===== config.mk =====
export PLATFORM = sky130hd
export DESIGN_NAME = priority_encoder_seq
export DESIGN_NICKNAME = d
export VERILOG_FILES = /design/src/rtl/priority_enc_pkg.sv /design/src/rtl/bit_index_finder.sv /design/src/rtl/priority_encoder_seq.sv
export SDC_FILE = /design/constraint.sdc
export NUM_CORES = 1
export LEC_CHECK = 0
export ABC_AREA = 1
export CORE_MARGIN = 8
export CORE_UTILIZATION = 30
export DETAILED_ROUTE_END_ITERATION = 8
export PLACE_DENSITY = 0.55
export SLEW_MARGIN = 40
export SYNTH_ARGS = -nofsm -noshare
export SYNTH_HDL_FRONTEND = slang
export SYNTH_SLANG_ARGS = --single-unit

===== constraint.sdc =====
create_clock -name clk -period 1.6 [get_ports clk]
set_clock_uncertainty 0.05 [all_clocks]
set_input_delay 0.16 -clock clk [delete_from_list [all_inputs] [get_ports clk]]
set_output_delay 0.16 -clock clk [all_outputs]
set_load 0.01 [all_outputs]

===== src/rtl/priority_enc_pkg.sv =====
// Shared types and defaults for the sequential priority encoder.
package priority_enc_pkg;

   typedef enum logic {IDLE, EMIT} enc_state_t;

   localparam int DEF_WIDTH = 8;

endpackage


===== src/rtl/bit_index_finder.sv =====
// Combinational index picker over the pending vector; ENC_MSB_FIRST_EN selects the
// highest set bit instead of the lowest.
module bit_index_finder
   import priority_enc_pkg::*;
#(
   parameter int WIDTH = DEF_WIDTH,
   parameter int IDX_W = $clog2(WIDTH)
) (
   input  logic [WIDTH-1:0] pend,
   output logic [IDX_W-1:0] idx,
   output logic             one_set
);

   // The last match in loop order wins, so the scan direction picks the priority end.
   always_comb begin
      // NOTE: default assignment first so every path drives idx and no latch is inferred.
      idx = '0;
`ifdef ENC_MSB_FIRST_EN
      for (int i = 0; i < WIDTH; i++) begin
         if (pend[i]) idx = IDX_W'(i);
      end
`else
      for (int i = WIDTH - 1; i >= 0; i--) begin
         if (pend[i]) idx = IDX_W'(i);
      end
`endif
   end

   // Clearing the lowest set bit leaves zero only when exactly one bit was set.
   assign one_set = (pend != '0) && ((pend & (pend - WIDTH'(1))) == '0);

endmodule


===== src/rtl/priority_encoder_seq.sv =====
// Sequential WIDTH-to-index encoder: accepts a request vector and streams the index of
// every set bit, one per handshake. ENC_MSB_FIRST_EN (in bit_index_finder) flips the order.
module priority_encoder_seq
   import priority_enc_pkg::*;
#(
   parameter int WIDTH = DEF_WIDTH,
   parameter int IDX_W = $clog2(WIDTH)
) (
   input  logic             clk,
   input  logic             rst,
   input  logic             in_valid,
   output logic             in_ready,
   input  logic [WIDTH-1:0] in_vec,
   output logic             out_valid,
   input  logic             out_ready,
   output logic [IDX_W-1:0] out_idx,
   output logic             out_last,
   output logic             out_none,
   output logic             busy
);

   enc_state_t       state;
   enc_state_t       state_next;
   logic [WIDTH-1:0] pend;
   logic [WIDTH-1:0] idx_mask;
   logic [IDX_W-1:0] find_idx;
   logic             find_one;
   logic             pend_zero;
   logic             pend_last;
   logic             accept;
   logic             take;

   bit_index_finder #(
      .WIDTH (WIDTH),
      .IDX_W (IDX_W)
   ) u_finder (
      .pend    (pend),
      .idx     (find_idx),
      .one_set (find_one)
   );

   assign pend_zero = (pend == '0);
   assign pend_last = pend_zero || find_one;
   assign idx_mask  = WIDTH'(1) << find_idx;
   assign accept    = in_valid && in_ready;
   assign take      = out_valid && out_ready;

   always_ff @(posedge clk) begin
      // NOTE: non-blocking so every register samples the pre-edge values of the others.
      if (rst) state <= IDLE;
      else     state <= state_next;
   end

   always_comb begin
      state_next = state;
      case (state)
         IDLE:    if (accept) state_next = EMIT;
         EMIT:    if (take && pend_last) state_next = IDLE;
         default: state_next = IDLE;
      endcase
   end

   // Handshake outputs are forced low during rst so nothing is offered or accepted.
   always_comb begin
      in_ready  = 1'b0;
      out_valid = 1'b0;
      out_idx   = '0;
      out_last  = 1'b0;
      out_none  = 1'b0;
      busy      = (state != IDLE);
      case (state)
         IDLE: in_ready = !rst;
         EMIT: begin
            out_valid = !rst;
            if (!rst) begin
               out_idx  = find_idx;
               out_none = pend_zero;
               out_last = pend_last;
            end
         end
         default: ;
      endcase
   end

   // Each consumed beat retires its bit; the final beat empties the register outright.
   always_ff @(posedge clk) begin
      // NOTE: pend is reset so a stale vector can never leak into the next burst.
      if (rst) begin
         pend <= '0;
      end else if (accept) begin
         pend <= in_vec;
      end else if (take) begin
         if (pend_last) pend <= '0;
         else           pend <= pend & ~idx_mask;
      end
   end

endmodule


# Yosys cells after proc, flatten, opt, wreduce, memory -nomap -nowiden
# Index checks and enable logic that the tools add are counted.
dict set report totals {
  output_inout_bits 8
  input_bits 12
  elab_cells 40
  register_bits 9
}
dict set report op_classes {
  mux 22
  shift 1
  bitwise 4
  n_reduce_logical 10
  add_sub_neg 1
}
# op n
set ops {}
lappend ops {{two-way mux 3 bit} 10}
lappend ops {{two-way mux 8 bit} 3}
lappend ops {{bitwise AND 8 bit} 2}
lappend ops {{logical NOT 8 bit} 2}
lappend ops {{two-way mux 1 bit} 8}
lappend ops {{inverter 8 bit} 1}
lappend ops {{nonzero test 8 bit} 1}
lappend ops {{left shift 1 x 3 -> 8 bit (first input constant)} 1}
lappend ops {{subtractor 8 x 1 -> 8 bit (second input constant)} 1}
lappend ops {{logical AND 1 bit} 4}
lappend ops {{case mux 1 bit (2 select lines)} 1}
lappend ops {{nonzero test 2 bit} 1}
lappend ops {{logical NOT 1 bit} 1}
lappend ops {{logical OR 1 bit} 1}
lappend ops {{inverter 1 bit} 1}

# Longest topological paths before layout
# Gate-level depths: netlist of run 1.
dict set report logic_depth {
  ltp_word 14
  depth_mapped 8
}

# Cells and area by module
# A second synthesis of run 1 with hierarchy kept.
dict set report unflattened {
  hier_cells 143
  hier_area_um2 793.3
}
# module area_each_um2 seq_area_each_um2 cells_per_inst n_inst
set by_module_without_submodules {}
lappend by_module_without_submodules {priority_encoder_seq 630.6 180.2 108 1}
lappend by_module_without_submodules {bit_index_finder 162.7 0.0 35 1}

# Worst setup path after synthesis of run 1
# Ideal clock, no wire load.
dict set report synth_timing {
  path_type {register -> output}
  startpoint {reg pend[2]}
  endpoint {out out_last}
  path_buffers 0
  t_arrival_ps 1057
  stages_incl_launch_ff 6
  slack_ps 333
  cell_sequence {dfxtp_1 nor2_1 nand2_2 nand2_1 nand2_1 nor4_2}
}
dict set report synth_between {
  elab_chain_cells 7
}
# element line
set synth_rtl {}
lappend synth_rtl {{from (decl)} priority_encoder_seq.sv:24} ;# logic [WIDTH-1:0] pend;
lappend synth_rtl {{from (signal assigned)} priority_encoder_seq.sv:91} ;# pend <= in_vec;
lappend synth_rtl {{from (signal assigned)} priority_encoder_seq.sv:94} ;# else pend <= pend & ~idx_mask;
lappend synth_rtl {{subtractor 8 x 1 -> 8 bit} bit_index_finder.sv:30} ;# assign one_set = (pend != '0) && ((pend & (pend - WIDTH'(1))) == '0);
lappend synth_rtl {{bitwise AND 8 bit} bit_index_finder.sv:30}
lappend synth_rtl {{logical NOT 8 bit} bit_index_finder.sv:30}
lappend synth_rtl {{logical AND 1 bit} bit_index_finder.sv:30}
lappend synth_rtl {{logical OR 1 bit *} priority_encoder_seq.sv:43} ;# assign pend_last = pend_zero || find_one;
lappend synth_rtl {{two-way mux 1 bit *} priority_encoder_seq.sv:75} ;# if (!rst) begin
lappend synth_rtl {{two-way mux 1 bit *} priority_encoder_seq.sv:71} ;# case (state)
lappend synth_rtl {{to (decl)} priority_encoder_seq.sv:17} ;# output logic out_last,
# Every way passes the cells marked *; elsewhere a longest branch is shown, timed or not.

# Final worst setup path of run 1
dict set report layout_timing {
  startpoint {reg pend[0]}
  endpoint {out out_last}
}
# Same word-level chain as after synthesis.

==> summary.txt, run 1 <==
Run status
  • Status: finished with violations
  • Failing checks: negative setup slack

STA
  • Post-route setup TNS: -0.0214 ns
  • Count of final setup violators: 1
  • Final Hold Fails: 0
  • Slew margin rel.: 86.6%
  • Min Clock Period, post-route: 1.62 ns
  • Unrepaired setup endpoints after global routing: true
  • Setup ws final: -0.0214 ns
  • Peak Freq: 0.617 GHz
  • Final period util: 101%
  • Worst-Margin Slew: 0.201 ns
  • Pins Over Slew Limit: 0

Setup path
  • Crit path max fanout: 4
  • Critical path class: register to output port
  • Worst setup SP type: register
  • WP data arrival: 1.41 ns
  • CP Capture Type: output port
  • R2R depth: 9
  • FF-to-FF End: pend[2]$_SDFFE_PP0P_
  • CP required: 1.39 ns
  • Reg2Reg Setup Slack: 0.30 ns
  • R2r startpoint: busy$_SDFF_PP0_

Route
  • Routed wire per std cell: 11.7 um
  • Via density: 4.59
  • Drt total wl: 2120 um
  • First DRT Iteration DRCs: 20
  • Drt first pass iters: 4
  • DR DRC count: 0
  • Routed vias: 836
  • DRT antenna net count: 0

Synth
  • #FFs+latches synth: 9
  • Cell area after synthesis: 631 sq um
  • Cell variety after synth: 20
  • Post-Synthesis Cells: 104
  • Syn_area_per_cell: 6.06 sq um
  • Synth warn: 0
  • Register area share after synthesis: 28.6%
  • Post-Syn Nets: 116

Die
  • Initial core utilization: 31.8%
  • Die Y: 61.8 um
  • Row count: 16
  • # IOs: 20
  • Die W: 61.8 um
  • Die area: 0.00382 sq mm
  • Core outline area: 0.00198 sq mm

Pwr
  • Power density over cell area: 626 mW/mm^2
  • Max rail drop VDD: 0.364 mV
  • Cell leakage power: 0.000587 uW
  • Total power: 715 uW

GRT
  • Met1 GRT Util: 13.5%
  • Initial antenna violation count: 0
  • Total gr overflow: 0
  • Largest net degree at the start of global routing: 9
  • Total GRT Usage: 11.7%
  • Met3 GRT Util: 2.26%
  • Vias in the first global route: 789
  • First-pass GRT wire length: 3310 um
  • M2 GR Usage: 19.8%
  • Busiest grt layer: met2

Worst hold path
  • Hold Path Class: primary input to register
  • Hold Crit Start: in_vec[0]
  • Hold path depth: 3
  • Worst Hold End: pend[0]$_SDFFE_PP0P_

Cells and area
  • Post-layout nets: 168
  • Ant diodes: 0
  • Area Growth Syn to Fin: 81.2%
  • Finished Cell Area: 0.00114 sq mm
  • Layout cells sized above 1: 45.2%

Place
  • Post-DP HPWL: 1570 um
  • Placement Cell Area: 0.00103 sq mm
  • Input/output buffers: 19
  • Post-Place Setup Slack: -0.343 ns
  • Routability Congestion: 0.851

Clock network
  • Worst-path clk slew: 0.07 ns
  • Cts bufs inserted: 3
  • Htree depth: 1
  • CTS tree: built
  • CTS Hold Bufs: 0
  • Clock Sinks: 9
  • Root Driver: clkbuf_4
  • Worst-case clock buffer depth: 2
  • Skew-Pair Late Insertion Delay: 0.26 ns

Job
  • Max-cap violation count: 0
-- worst max-delay path by stage --
stage | from | end | slack [ns] | depth (start not counted)
floorplan | pend[2]$_SDFFE_PP0P_ | out_last | 0.33 | 5
finish | pend[0]$_SDFFE_PP0P_ | out_last | -0.02 | 6
global route | pend[0]$_SDFFE_PP0P_ | out_last | -0.12 | 6
global placement | rst | out_last | -0.30 | 5
CTS | pend[2]$_SDFFE_PP0P_ | out_last | -0.04 | 7
detailed placement | rst | out_last | -0.34 | 5
-- logic make-up (layout without fill, tap and decap cells) --
kind of cell	after synthesis	in the layout	synth area share, %
and+or+nand+nor	68	68	51.4
buffers and inverters	17	68	10.5
AOI/OAI and AO/OA	10	10	9.52
DFF	9	9	28.6
-- registers in the layout, indices dropped and copies added (netlist names) --
signal / count
pend: 8
busy: 1
-- per-layer routing --
layer	vias to the layer above	wire, um
li1	445	-
met1	377	985
met2	12	1030
met3	2	92
met4	0	20
met5	-	0
-- through the flow --
| stage | utilization, % | cells | hold slack, ns |
|---|---|---|---|
| 2_1_floorplan | - | 104 | 0.179 |
| 3_3_place_gp | 52.2 | 174 | 0.554 |
| 3_5_place_dp | 52.2 | 174 | 0.568 |
| 4_1_cts | 53.9 | 178 | 0.409 |
| 5_1_grt | 57.6 | 182 | 0.415 |
| 6_report | 57.6 | 182 | 0.400 |
-- final cells by class --
type / count / area, sq um
Fill cell: 187 / 840
Multi-Input combinational cell: 78 / 448
Timing Repair Buffer: 47 / 377
Sequential cell: 9 / 191
Inverter: 17 / 66.3
Tap cell: 27 / 33.8
Clock buffer: 4 / 26.3
-- cell usage in the layout, fill, tap and decap left out, types with 2 or more instances in the layout --
cell type        instances
dfxtp_1                  2
clkdlybuf4s50_1         12
nand3_1                  4
dlygate4sd2_1            2
nand4_1                  7
clkbuf_4                 3
nor2_1                   4
inv_1                   11
dfxtp_2                  6
inv_2                    5
nand3_2                  4
a31oi_1                  4
buf_2                    5
nand2_4                  2
nand2_2                  7
buf_4                   27
nand2_1                 33
o21ai_1                  2
nor2_4                   3
-- cell usage after synthesis --
| cell type | count | area [sq um] |
|---|---|---|
| a21oi_1 | 2 | 10.0 |
| inv_4 | 1 | 6.26 |
| nor3_1 | 1 | 5.00 |
| nand2_1 | 39 | 146 |
| nor3b_1 | 1 | 7.51 |
| nand3_1 | 7 | 35.0 |
| inv_2 | 1 | 3.75 |
| dfxtp_1 | 9 | 180 |
| o211ai_1 | 1 | 7.51 |
| nor2_1 | 6 | 22.5 |
| nand3_2 | 1 | 10.0 |
| nand2_2 | 1 | 6.26 |
| nor2_2 | 2 | 12.5 |
| inv_1 | 15 | 56.3 |
| a211oi_1 | 1 | 7.51 |
| nand4_1 | 7 | 43.8 |
| o21ai_0 | 2 | 10.0 |
| a31oi_1 | 4 | 25.0 |
| nand2_4 | 2 | 22.5 |
| nor4_2 | 1 | 12.5 |
-- report_power, final --
part / internal (uW) / switching [uW]
Combinational: 151 / 132
Sequential: 237 / 13.4
Clock: 96.3 / 85.2
Total: 484 / 231
-- what timing repair did --
item / 4_1_cts / 5_1_grt
setup endpoints to repair: 7 / 5
pin swaps: 0 / 9
gates resized for setup: 30 / 24
setup buffers: 0 / 4
-- worst max-delay path, stage by stage (launching register included) --
cell	delay (ns)
dfxtp_2	0.34
nor2_4	0.17
nand3_2	0.10
nand2_2	0.08
nand2_2	0.06
nor4_2	0.23
buf_2	0.17
Power figures use the tool's default switching activity.
==> inputs of run 2 (changes only) <==
--- a/config.mk
+++ b/config.mk
@@ -9,6 +9,7 @@
 export CORE_MARGIN = 8
 export CORE_UTILIZATION = 30
 export DETAILED_ROUTE_END_ITERATION = 8
+export GPL_ROUTABILITY_DRIVEN = 0
 export PLACE_DENSITY = 0.55
 export SLEW_MARGIN = 40
 export SYNTH_ARGS = -nofsm -noshare
==> results of run 2 <==
No change in the layout: final DEF, timing and power equal those of run 1.
